## src/rtl/uart_pkg.sv

```systemverilog
// Shared UART definitions: receiver FSM encoding, parity-mode constants, default baud divisor.
package uart_pkg;

  typedef enum logic [2:0] {
    ST_IDLE,
    ST_START,
    ST_DATA,
    ST_PARITY,
    ST_STOP,
    ST_WAIT_IDLE
  } rx_state_t;

  localparam bit PARITY_MODE_EVEN = 1'b0;
  localparam bit PARITY_MODE_ODD  = 1'b1;

  localparam int DEFAULT_CLKS_PER_BIT = 16;

endpackage

```

## src/rtl/sync_2ff.sv

```systemverilog
// Two-flop synchronizer for a single asynchronous bit; 2-cycle latency, no flow control.
// Reset value is a parameter so idle-high serial lines come out of reset inactive.
module sync_2ff #(
  parameter bit RST_VAL = 1'b1
) (
  input  logic clk_i,
  input  logic rst_i,
  input  logic d_i,
  output logic q_o
);

  logic meta;

  always_ff @(posedge clk_i or posedge rst_i) begin
    if (rst_i) begin
      meta <= RST_VAL;
      q_o  <= RST_VAL;
    end else begin
      meta <= d_i;
      q_o  <= meta;
    end
  end

endmodule

```

## src/rtl/uart_rx_ctrl.sv

```systemverilog
// UART receiver feeding the async FIFO write port; strobe/error pulse one cycle after stop sample.
// Honours full_i itself: a good word arriving while full is dropped and flagged as overrun.
module uart_rx_ctrl
  import uart_pkg::*;
#(
  parameter int DLY          = 1,
  parameter int DATA_WIDTH   = 8,
  parameter int CLKS_PER_BIT = DEFAULT_CLKS_PER_BIT,
  parameter int PARITY_EN    = 0,
  parameter int PARITY_ODD   = 0
) (
  input  logic                  clk_i,
  input  logic                  rst_i,
  input  logic                  rx_i,
  input  logic                  full_i,
  output logic                  wr_en_o,
  output logic [DATA_WIDTH-1:0] wr_data_o,
  output logic                  frame_err_o,
  output logic                  parity_err_o,
  output logic                  overrun_o,
  output logic                  busy_o
);

  localparam int BW   = $clog2(CLKS_PER_BIT);
  localparam int BITW = $clog2(DATA_WIDTH);
  localparam logic [BW-1:0]   HALF_M1  = BW'(CLKS_PER_BIT / 2 - 1);
  localparam logic [BW-1:0]   FULL_M1  = BW'(CLKS_PER_BIT - 1);
  localparam logic [BITW-1:0] LAST_BIT = BITW'(DATA_WIDTH - 1);
  localparam bit ODD_SEL = (PARITY_ODD != 0) ? PARITY_MODE_ODD : PARITY_MODE_EVEN;

  // Register delays are a simulation-only notion; the synthesised flops are zero-delay.
  if (CLKS_PER_BIT < 4 || DLY < 0) begin : g_cfg_check
    $error("uart_rx_ctrl: CLKS_PER_BIT must be >= 4 and DLY non-negative");
  end

  logic rx_s;

  sync_2ff #(.RST_VAL(1'b1)) u_sync (
    .clk_i (clk_i),
    .rst_i (rst_i),
    .d_i   (rx_i),
    .q_o   (rx_s)
  );

  rx_state_t             state, state_nxt;
  logic [BW-1:0]         baud_cnt, baud_nxt;
  logic [BITW-1:0]       bit_cnt, bit_nxt;
  logic [DATA_WIDTH-1:0] shift_reg, shift_nxt;
  logic                  par_err, par_err_nxt;
  logic                  wr_en_nxt, frame_err_nxt, parity_err_nxt, overrun_nxt;
  logic [DATA_WIDTH-1:0] wr_data_nxt;
  logic                  bit_tick;

  assign bit_tick = (baud_cnt == FULL_M1);
  assign busy_o   = (state != ST_IDLE);

  always_ff @(posedge clk_i or posedge rst_i) begin
    if (rst_i) begin
      state        <= ST_IDLE;
      baud_cnt     <= '0;
      bit_cnt      <= '0;
      shift_reg    <= '0;
      par_err      <= 1'b0;
      wr_en_o      <= 1'b0;
      wr_data_o    <= '0;
      frame_err_o  <= 1'b0;
      parity_err_o <= 1'b0;
      overrun_o    <= 1'b0;
    end else begin
      state        <= state_nxt;
      baud_cnt     <= baud_nxt;
      bit_cnt      <= bit_nxt;
      shift_reg    <= shift_nxt;
      par_err      <= par_err_nxt;
      wr_en_o      <= wr_en_nxt;
      wr_data_o    <= wr_data_nxt;
      frame_err_o  <= frame_err_nxt;
      parity_err_o <= parity_err_nxt;
      overrun_o    <= overrun_nxt;
    end
  end

  always_comb begin
    state_nxt      = state;
    baud_nxt       = baud_cnt + BW'(1);
    bit_nxt        = bit_cnt;
    shift_nxt      = shift_reg;
    par_err_nxt    = par_err;
    wr_en_nxt      = 1'b0;
    wr_data_nxt    = wr_data_o;
    frame_err_nxt  = 1'b0;
    parity_err_nxt = 1'b0;
    overrun_nxt    = 1'b0;

    unique case (state)
      ST_IDLE: begin
        baud_nxt    = '0;
        par_err_nxt = 1'b0;
        if (!rx_s) state_nxt = ST_START;
      end
      ST_START: begin
        if (baud_cnt == HALF_M1) begin
          baud_nxt = '0;
          bit_nxt  = '0;
          // A line that is high again at mid-start was only a glitch.
          state_nxt = rx_s ? ST_IDLE : ST_DATA;
        end
      end
      ST_DATA: begin
        if (bit_tick) begin
          baud_nxt  = '0;
          shift_nxt = {rx_s, shift_reg[DATA_WIDTH-1:1]};
          if (bit_cnt == LAST_BIT) begin
            state_nxt = (PARITY_EN != 0) ? ST_PARITY : ST_STOP;
          end else begin
            bit_nxt = bit_cnt + BITW'(1);
          end
        end
      end
      ST_PARITY: begin
        if (bit_tick) begin
          baud_nxt    = '0;
          par_err_nxt = (rx_s != ((^shift_reg) ^ ODD_SEL));
          state_nxt   = ST_STOP;
        end
      end
      ST_STOP: begin
        if (bit_tick) begin
          baud_nxt = '0;
          if (rx_s) begin
            state_nxt = ST_IDLE;
            if (par_err) begin
              parity_err_nxt = 1'b1;
            end else if (full_i) begin
              overrun_nxt = 1'b1;
            end else begin
              wr_en_nxt   = 1'b1;
              wr_data_nxt = shift_reg;
            end
          end else begin
            // Framing error wins over parity; wait out any break before re-arming.
            frame_err_nxt = 1'b1;
            state_nxt     = ST_WAIT_IDLE;
          end
        end
      end
      ST_WAIT_IDLE: begin
        baud_nxt = '0;
        if (rx_s) state_nxt = ST_IDLE;
      end
      default: begin
        state_nxt = ST_IDLE;
      end
    endcase
  end

endmodule

```

## config.mk

```make
export PLATFORM = sky130hd
export DESIGN_NAME = uart_rx_ctrl
export DESIGN_NICKNAME = d
export VERILOG_FILES = /design/src/rtl/uart_pkg.sv /design/src/rtl/sync_2ff.sv /design/src/rtl/uart_rx_ctrl.sv
export SDC_FILE = /design/constraint.sdc
export NUM_CORES = 1
export LEC_CHECK = 0
export BUFFER_PORTS_ARGS = -buffer_cell sky130_fd_sc_hd__buf_4
export CORE_AREA = 5 5 65 67
export CTS_CLUSTER_SIZE = 12
export DETAILED_ROUTE_END_ITERATION = 16
export DIE_AREA = 0 0 70 72
export HOLD_SLACK_MARGIN = 0.08
export PLACE_DENSITY_LB_ADDON = 0.3
export SETUP_SLACK_MARGIN = 0.5
export SLEW_MARGIN = 20
export SYNTH_ARGS = -nofsm -noshare
export SYNTH_HDL_FRONTEND = slang
export SYNTH_HIERARCHICAL = 1
export SYNTH_SLANG_ARGS = --single-unit
```

## constraint.sdc

```tcl
create_clock -name clk_i -period 2.1 [get_ports clk_i]
set_clock_uncertainty 0.1 [all_clocks]
set_input_delay 0.42 -clock clk_i [delete_from_list [all_inputs] [get_ports clk_i]]
set_output_delay 0.42 -clock clk_i [all_outputs]
set_load 0.05 [all_outputs]
```

==> results.md, run 1 <==
- GRT overflow: 0
- Initial antenna violation count: 0
- Mapped Nets: 124
- Final WL: 3630 um
- CTS buffer count: 5
- Vias per cell: ~5.2
- Share of power burned in registers: 0.380
- Largest family of logic cells by synthesized area: multiplexers
- Sw Ratio: 0.318
- Core ar.: 0.00358 mm^2
- FF/Latch Area: 831 um^2
- Drt wl/cell: between 15 and 20 um
- Detailed Routing Iterations Pass 1: 4
- Layout Utilization: 0.612
- I/O pin count: 17
- Worst Setup Slack, final: 163 ps
- Worst Path Max Fanout: 2
- Vias: 1102
- Number of flops mapped to enable cells by yosys: 0
- Vias in the first global route: 1155
- PortBufs: 16
- Crit Path Category: reg2out
- DRC: 0
- Max-slew violations: 0
- Clk Latency, worst-skew pair: 340 ps
- FF+latch count, synth: 33
- Mapped cell area: 0.00152 mm^2
- Gr usage total: 0.144
- Top cells by instance count after synthesis: dfrtp_1 (31), mux2_2 (17), nor2_1 (7)
- Peak supply drop: 0.518 mV
- RD Place Congestion: approximately 0.81
- Post-Synth Adder-Cell Area: 0.0248
- Count leader, synth: dfrtp_1
- Synth Area in XOR/XNOR: 0.0553
- P_int: 1430 uW
- Worst r2r src: baud_cnt[1]
- Crit-path cells: buf_6, or3_4, buf_8
- Least-Margin Pin Slew: 387 ps
- Clock Sink Count: 33
- Filler cells: about 290
- CTS tree: yes
- Nets: 171
- Die Ht: 72 um
- Site Rows: 22
- Psw: 667 uW
- Mapped Avg Cell Area: 13.0 um^2
- Antenna cells: 0
- Initial Utilization: 0.423
- Clock Tree Root: clkbuf_4
- Slowest stage cell, crit path: dfrtp_1
- Multi-input logic area: about 790 um^2
- Leak pwr: roughly 0.001 uW
- Yosys warns: 6
- Top post-synthesis cells by area: dfrtp_1 (51%), mux2_2 (13%), dfstp_2 (3.5%)
- Critical path required time: between 1500 and 2000 ps
- Pwr Density: 956 mW/mm^2
- Layout cells sized above 1: 0.558
- Final hold vios: 0
- R2r setup slk: 300 ps
- Setup violations, final: 0
- Crit path to: busy_o
- Max Freq: 516 MHz
- # H-tree levels: 2
- DP HPWL: 1950 um
- CP max stage delay: 400 ps
- Synth cell types: 37
- Crit end category: output pin
- Clock power frac: 0.243
- Largest net degree at the start of global routing: 32
- Post-route ant nets: 0
- Final Cycle Share: 0.922
- Max_cap viols: 0
- Dpl ws: 80.9 ps
- R2R depth: 6
- Arrival time worst endpoint: approximately 1400 ps
- Unrepaired setup endpoints after global routing: yes
- CTS max path bufs: 2
- Area delta synth->final: 44.6%
- Crit path time final: 1940 ps
- Initial DRC Count: 54
- Wire length of the first global-routing pass: 5590 um
- Synth top area share: 0.512
- Startpoint types: register
- Mapped Cells: between 100 and 150
- Status: completed
- Cell accounting for the most synthesized area: dfrtp_1
- Comb power frac: 0.378
- Top FF cell, synth: dfrtp_1
- Worst reg2reg path endpoint: wr_data_o[0]
- Hold WC Path Type: in2reg
- Die width: 70 um
- Clock Pin Slew Worst Setup and Hold Paths: 110 ps
- Post-synthesis sequential area ratio: 0.547
- Synth Area in Compound Gates: 0.0636
- CP startpoint: state[1]
- Slew HR: 0.742
- Full die area: just over 0.005 mm^2
- Post-synthesis mux area share: 0.140
- Ys async rst share: 1.00
- Simple-gate portion of the synthesized area: 0.138
- Sum of negative setup slack: 0 ps
[cells in the final DEF, fill, tap and decap left out, types with 3 or more instances in the layout]
cell type / netlist / layout
mux2_4: 0 / 14
nor2_1: 7 / 7
mux2_2: 17 / 3
buf_6: 2 / 10
xnor2_1: 5 / 4
inv_1: 4 / 4
buf_4: 1 / 29
clkbuf_4: 0 / 5
dfrtp_1: 31 / 29
nand2_1: 4 / 4
o21ai_0: 5 / 4
[cells by family (layout without fill, tap and decap cells)]
group,after synthesis,count (layout)
fa+ha+maj,3,3
compound gates,14,14
flops,33,33
xor+xnor,8,8
simple gates,32,32
mux,19,19
buf+inv,8,56
[repair_timing]
action / 4_1_cts / 5_1_grt
pin swaps: 7 / 7
endpoints found under the hold margin: 34 / 0
resized for setup: 29 / 12
hold buffers: 2 / 0
buffers inserted: 18 / 5
setup endpoints to repair: 25 / 20
[power by group through the flow]
| stage | Combinational [uW] | Clock, uW | Sequential, uW |
|---|---|---|---|
| floorplan | 403 | 0 | 787 |
| global placement | 463 | 0 | 801 |
| detailed placement | 479 | 0 | 805 |
| CTS | 640 | 517 | 795 |
| global route | 848 | 542 | 808 |
| finish | 791 | 508 | 795 |
[worst min-delay path by stage]
| stage | slack, ps | cells after the start | endpoint | from |
|---|---|---|---|---|
| 6_report | 250 | 2 | overrun_o | full_i |
| 3_5_place_dp | 250 | 0 | u_sync/q_o | u_sync/meta |
| 5_1_grt | 250 | 2 | overrun_o | full_i |
| 3_3_place_gp | 250 | 0 | u_sync/q_o | u_sync/meta |
| 4_1_cts | 240 | 2 | overrun_o | full_i |
| 2_1_floorplan | 230 | 1 | u_sync/meta | rst_i |
[cell type report]
type,instances,area share
Clock buffer,7,0.0251
Clock inverter,1,0.0137
Inverter,4,0.00685
Multi-Input combinational cell,76,0.363
Sequential cell,33,0.379
Tap cell,48,0.0274
Timing Repair Buffer,44,0.185
[through the flow]
stage / total power, uW / std cells / hold slack, ps / instance area [um^2]
4_1_cts: 1950 / 208 / 241 / 2100
5_1_grt: 2200 / 213 / 249 / 2190
2_1_floorplan: 1190 / 117 / 232 / 1550
3_5_place_dp: 1280 / 180 / 250 / 1720
3_3_place_gp: 1260 / 180 / 246 / 1720
6_report: 2090 / 213 / 250 / 2190
[layer usage]
metal | up-vias | share of wire | track usage
li1 | 506 | - | -
met1 | 553 | 0.42 | 0.174
met2 | 32 | 0.52 | 0.239
met3 | 11 | 0.039 | 0.0332
met4 | 0 | 0.022 | 0.0766
met5 | - | 0 | 0
[critical path: cells and delay by family, from the launching register on]
kind | cells | cell delay, ps
flops | 1 | 400
simple gates | 1 | 390
buf+inv | 2 | 280
(Power assumes the default switching activity.)
==> run 2, diff against run 1 <==
- ABC_AREA: default -> 1
- CORE_AREA: 5 5 65 67 -> 5 5 68 70
- DIE_AREA: 0 0 70 72 -> 0 0 73 75
==> results.md, run 2 <==
- Sum of negative setup slack: 0 ps (unchanged)
- Top post-synthesis cells by area: dfrtp_1 (45%), nand2_1 (15%), inv_1 (6.3%)
- Max-slew violations: 0 (unchanged)
- Max Freq: 594 MHz (+15%)
- Max_cap viols: 0 (unchanged)
- Crit path time final: 1680 ps (-255 ps)
- Setup violations, final: 0 (unchanged)
- Core ar.: 0.00391 mm^2 (+9.4%)
- Die width: 73 um (+4.3%)
- Number of flops mapped to enable cells by yosys: 0 (unchanged)
- Synth cell types: 25 (-32%)
- Area delta synth->final: 30.7%
- Crit-path cells: inv_2, buf_4, nor2_4, nand2_2, or2_4, a21oi_4, buf_6, o21ai_1
- Sw Ratio: 0.380 (+0.0622)
- Antenna cells: 0 (unchanged)
- Drt wl/cell: 12.4 um (-27%)
- Hold WC Path Type: in2reg
- Top FF cell, synth: dfrtp_1
- CP max stage delay: 380 ps (-20 ps)
- R2R depth: 8 (+2)
- Multi-input logic area: 853 um^2 (+7.4%)
- Share of power burned in registers: 0.334 (-0.046)
- Post-route ant nets: 0 (unchanged)
- Site Rows: 23 (+4.5%)
- Crit end category: register
- Post-synthesis sequential area ratio: 0.481 (-0.0656)
- Pwr Density: 1010 mW/mm^2 (+5.3%)
- Power Total: 2270 uW (+8.2%)
- Filler cells: 360 (+26%)
- CTS tree: yes
- Clock power frac: 0.218 (-0.025)
- FF/Latch Area: 830 um^2 (-0.15%)
- CTS buffer count: 5 (unchanged)
- Full die area: 0.00548 mm^2 (+8.6%)
- # H-tree levels: 2 (unchanged)
- Vias: 1489 (+35%)
- Layout Cell Area excl Fill: 0.00225 mm^2 (+2.7%)
- Mapped cell area: 0.00172 mm^2 (+14%)
- Wire length of the first global-routing pass: 6330 um (+13%)
- DP HPWL: 2290 um (+17%)
- Commonest cells after routing, fill and taps aside: nand2_1 (60), dfrtp_1 (30), buf_4 (29)
- Crit path to: bit_cnt[2]
- Comb power frac: 0.448 (+0.070)
- Leak pwr: 0.00113 uW (+10%)
- Most common cell after layout, fill and taps aside: nand2_1
- Vias per cell: 4.90 (-5.3%)
- Slowest stage cell, crit path: dfrtp_1
- Family with the most delay on the worst path: simple AND/OR/NAND/NOR gates
- Worst reg2reg path endpoint: bit_cnt[2]
- Nets: 260 (+52%)
- Die Ht: 75 um (+4.2%)
- CTS max path bufs: 2 (unchanged)
- WP buf/inv: 3 (+1)
- Worst Setup Slack, final: 418 ps (+255 ps)
- Initial antenna violation count: 0 (unchanged)
- Count leader, synth: nand2_1
- CP startpoint: state[1]
- Startpoint types: register
- Clock Pin Slew Worst Setup and Hold Paths: 70 ps (-40 ps)
- GRT overflow: 0 (unchanged)
- Least-Margin Pin Slew: 398 ps (+11.0 ps)
- Worst r2r src: state[1]
- PortBufs: 16 (unchanged)
- Final Cycle Share: 0.801 (-0.121)
- Crit path depth: 8 (+5)
- Vias in the first global route: 1390 (+20%)
- Clk Latency, worst-skew pair: 290 ps (-50 ps)
- Peak supply drop: 0.396 mV (-23%)
- Clock Tree Root: clkbuf_8
- Unrepaired setup endpoints after global routing: yes
- RD Place Congestion: 0.861 (+6.8%)
- Largest net degree at the start of global routing: 32 (unchanged)
- Synth top area share: 0.451 (-0.0614)
- Mapped Nets: 219 (+77%)
- P_int: 1400 uW (-1.7%)
- Top cells by instance count after synthesis: nand2_1 (69), dfrtp_1 (31), inv_1 (29)
- Mapped Cells: 212 (+81%)
- Layout cells sized above 1: 0.362 (-0.195)
- Slew HR: 0.734 (-0.00731)
- Ys async rst share: 1.00 (unchanged)
- Yosys warns: 6 (unchanged)
- Psw: 862 uW (+29%)
- Worst Path Max Fanout: 6 (+4)
- FF+latch count, synth: 33 (unchanged)
- R2r setup slk: 420 ps (+120 ps)
- Post-DP Area: 0.00190 mm^2 (+10%)
- Crit Path Category: reg2reg
- Detailed Routing Iterations Pass 1: 4 (unchanged)
- Critical path required time: 2180 ps (+600 ps)
- Initial DRC Count: 169 (+210%)
- DRC: 0 (unchanged)
- Hold_sp: rx_i
- Cell accounting for the most synthesized area: dfrtp_1
- Clock Sink Count: 33 (unchanged)
- Arrival time worst endpoint: 1770 ps (+350 ps)
- Dpl ws: 422 ps (+341 ps)
- Mapped Avg Cell Area: 8.12 um^2 (-37%)
- Initial Utilization: 0.440 (+0.0165)
- Final WL: 3760 um (+3.6%)
- Status: completed
- I/O pin count: 17 (unchanged)
- Gr usage total: 0.151 (+0.00775)
- Final hold vios: 0 (unchanged)
==> run 2: cell types whose count changed after synthesis, moves of 3 or more <==
cell / before / now
inv_2: 0 / 5
nor2b_1: 3 / 0
nor2_1: 7 / 14
nand2_2: 0 / 4
mux2_2: 17 / 0
o21ai_0: 5 / 15
nor2_4: 0 / 4
xnor2_1: 5 / 0
o21ai_2: 0 / 8
nand3_1: 3 / 11
inv_1: 4 / 29
o21ai_1: 0 / 3
nand2_1: 4 / 69
==> run 2: area by class of cell <==
type	instances	area share
clock buffers	8	0.0400
inverters	34	0.0578
multi-input cells	145	0.379
flip-flops and latches	33	0.369
well taps	50	0.0278
repair buffers	34	0.127
==> run 2: worst min-delay path by stage <==
stage                   to  slack (ps)  cells after the start
5_1_grt        u_sync/meta         120                      1
6_report       u_sync/meta         140                      1
3_5_place_dp    u_sync/q_o         250                      0
4_1_cts        u_sync/meta         130                      1
3_3_place_gp    u_sync/q_o         250                      0
2_1_floorplan  u_sync/meta         230                      1
==> run 2: through the flow <==
step	std cells	util	hold WS, ps
final	304	0.575	137
after global routing	304	0.575	124
after CTS	299	0.549	129
after detailed placement	277	0.484	250
after global placement	277	0.484	246
after floorplan	212	-	232
==> run 2: cells by family (layout without fill, tap and decap cells) <==
| kind of cell | Yosys count | after routing | share of synthesized area |
|---|---|---|---|
| fa+ha+maj | 3 | 3 | 0.0218 |
| buf+inv | 36 | 76 | 0.0836 |
| flops | 33 | 33 | 0.481 |
| xor+xnor | 1 | 1 | 0.00509 |
| compound gates | 28 | 28 | 0.105 |
| simple gates | 111 | 113 | 0.303 |
==> run 2: per-layer routing <==
metal / share of wire / wire length (um) / track usage
met1: 0.45 / 1700 / 0.193
met2: 0.47 / 1780 / 0.237
met3: 0.056 / 212 / 0.0347
met4: 0.018 / 66 / 0.0840
met5: 0 / 0 / 0
==> run 2: repair_timing <==
action,in CTS,in global routing
setup endpoints to repair,10,27
resized for setup,14,21
gates cloned,2,0
buffers inserted,11,5
hold endpoints to repair,2,0
pin swaps,5,14
hold buffers,1,0
==> run 2: power by group through the flow <==
stage / registers (uW) / logic, uW / clock network [uW]
3_3_place_gp: 756 / 612 / 0
5_1_grt: 761 / 1110 / 536
4_1_cts: 746 / 824 / 506
3_5_place_dp: 758 / 611 / 0
2_1_floorplan: 745 / 497 / 0
6_report: 756 / 1020 / 494
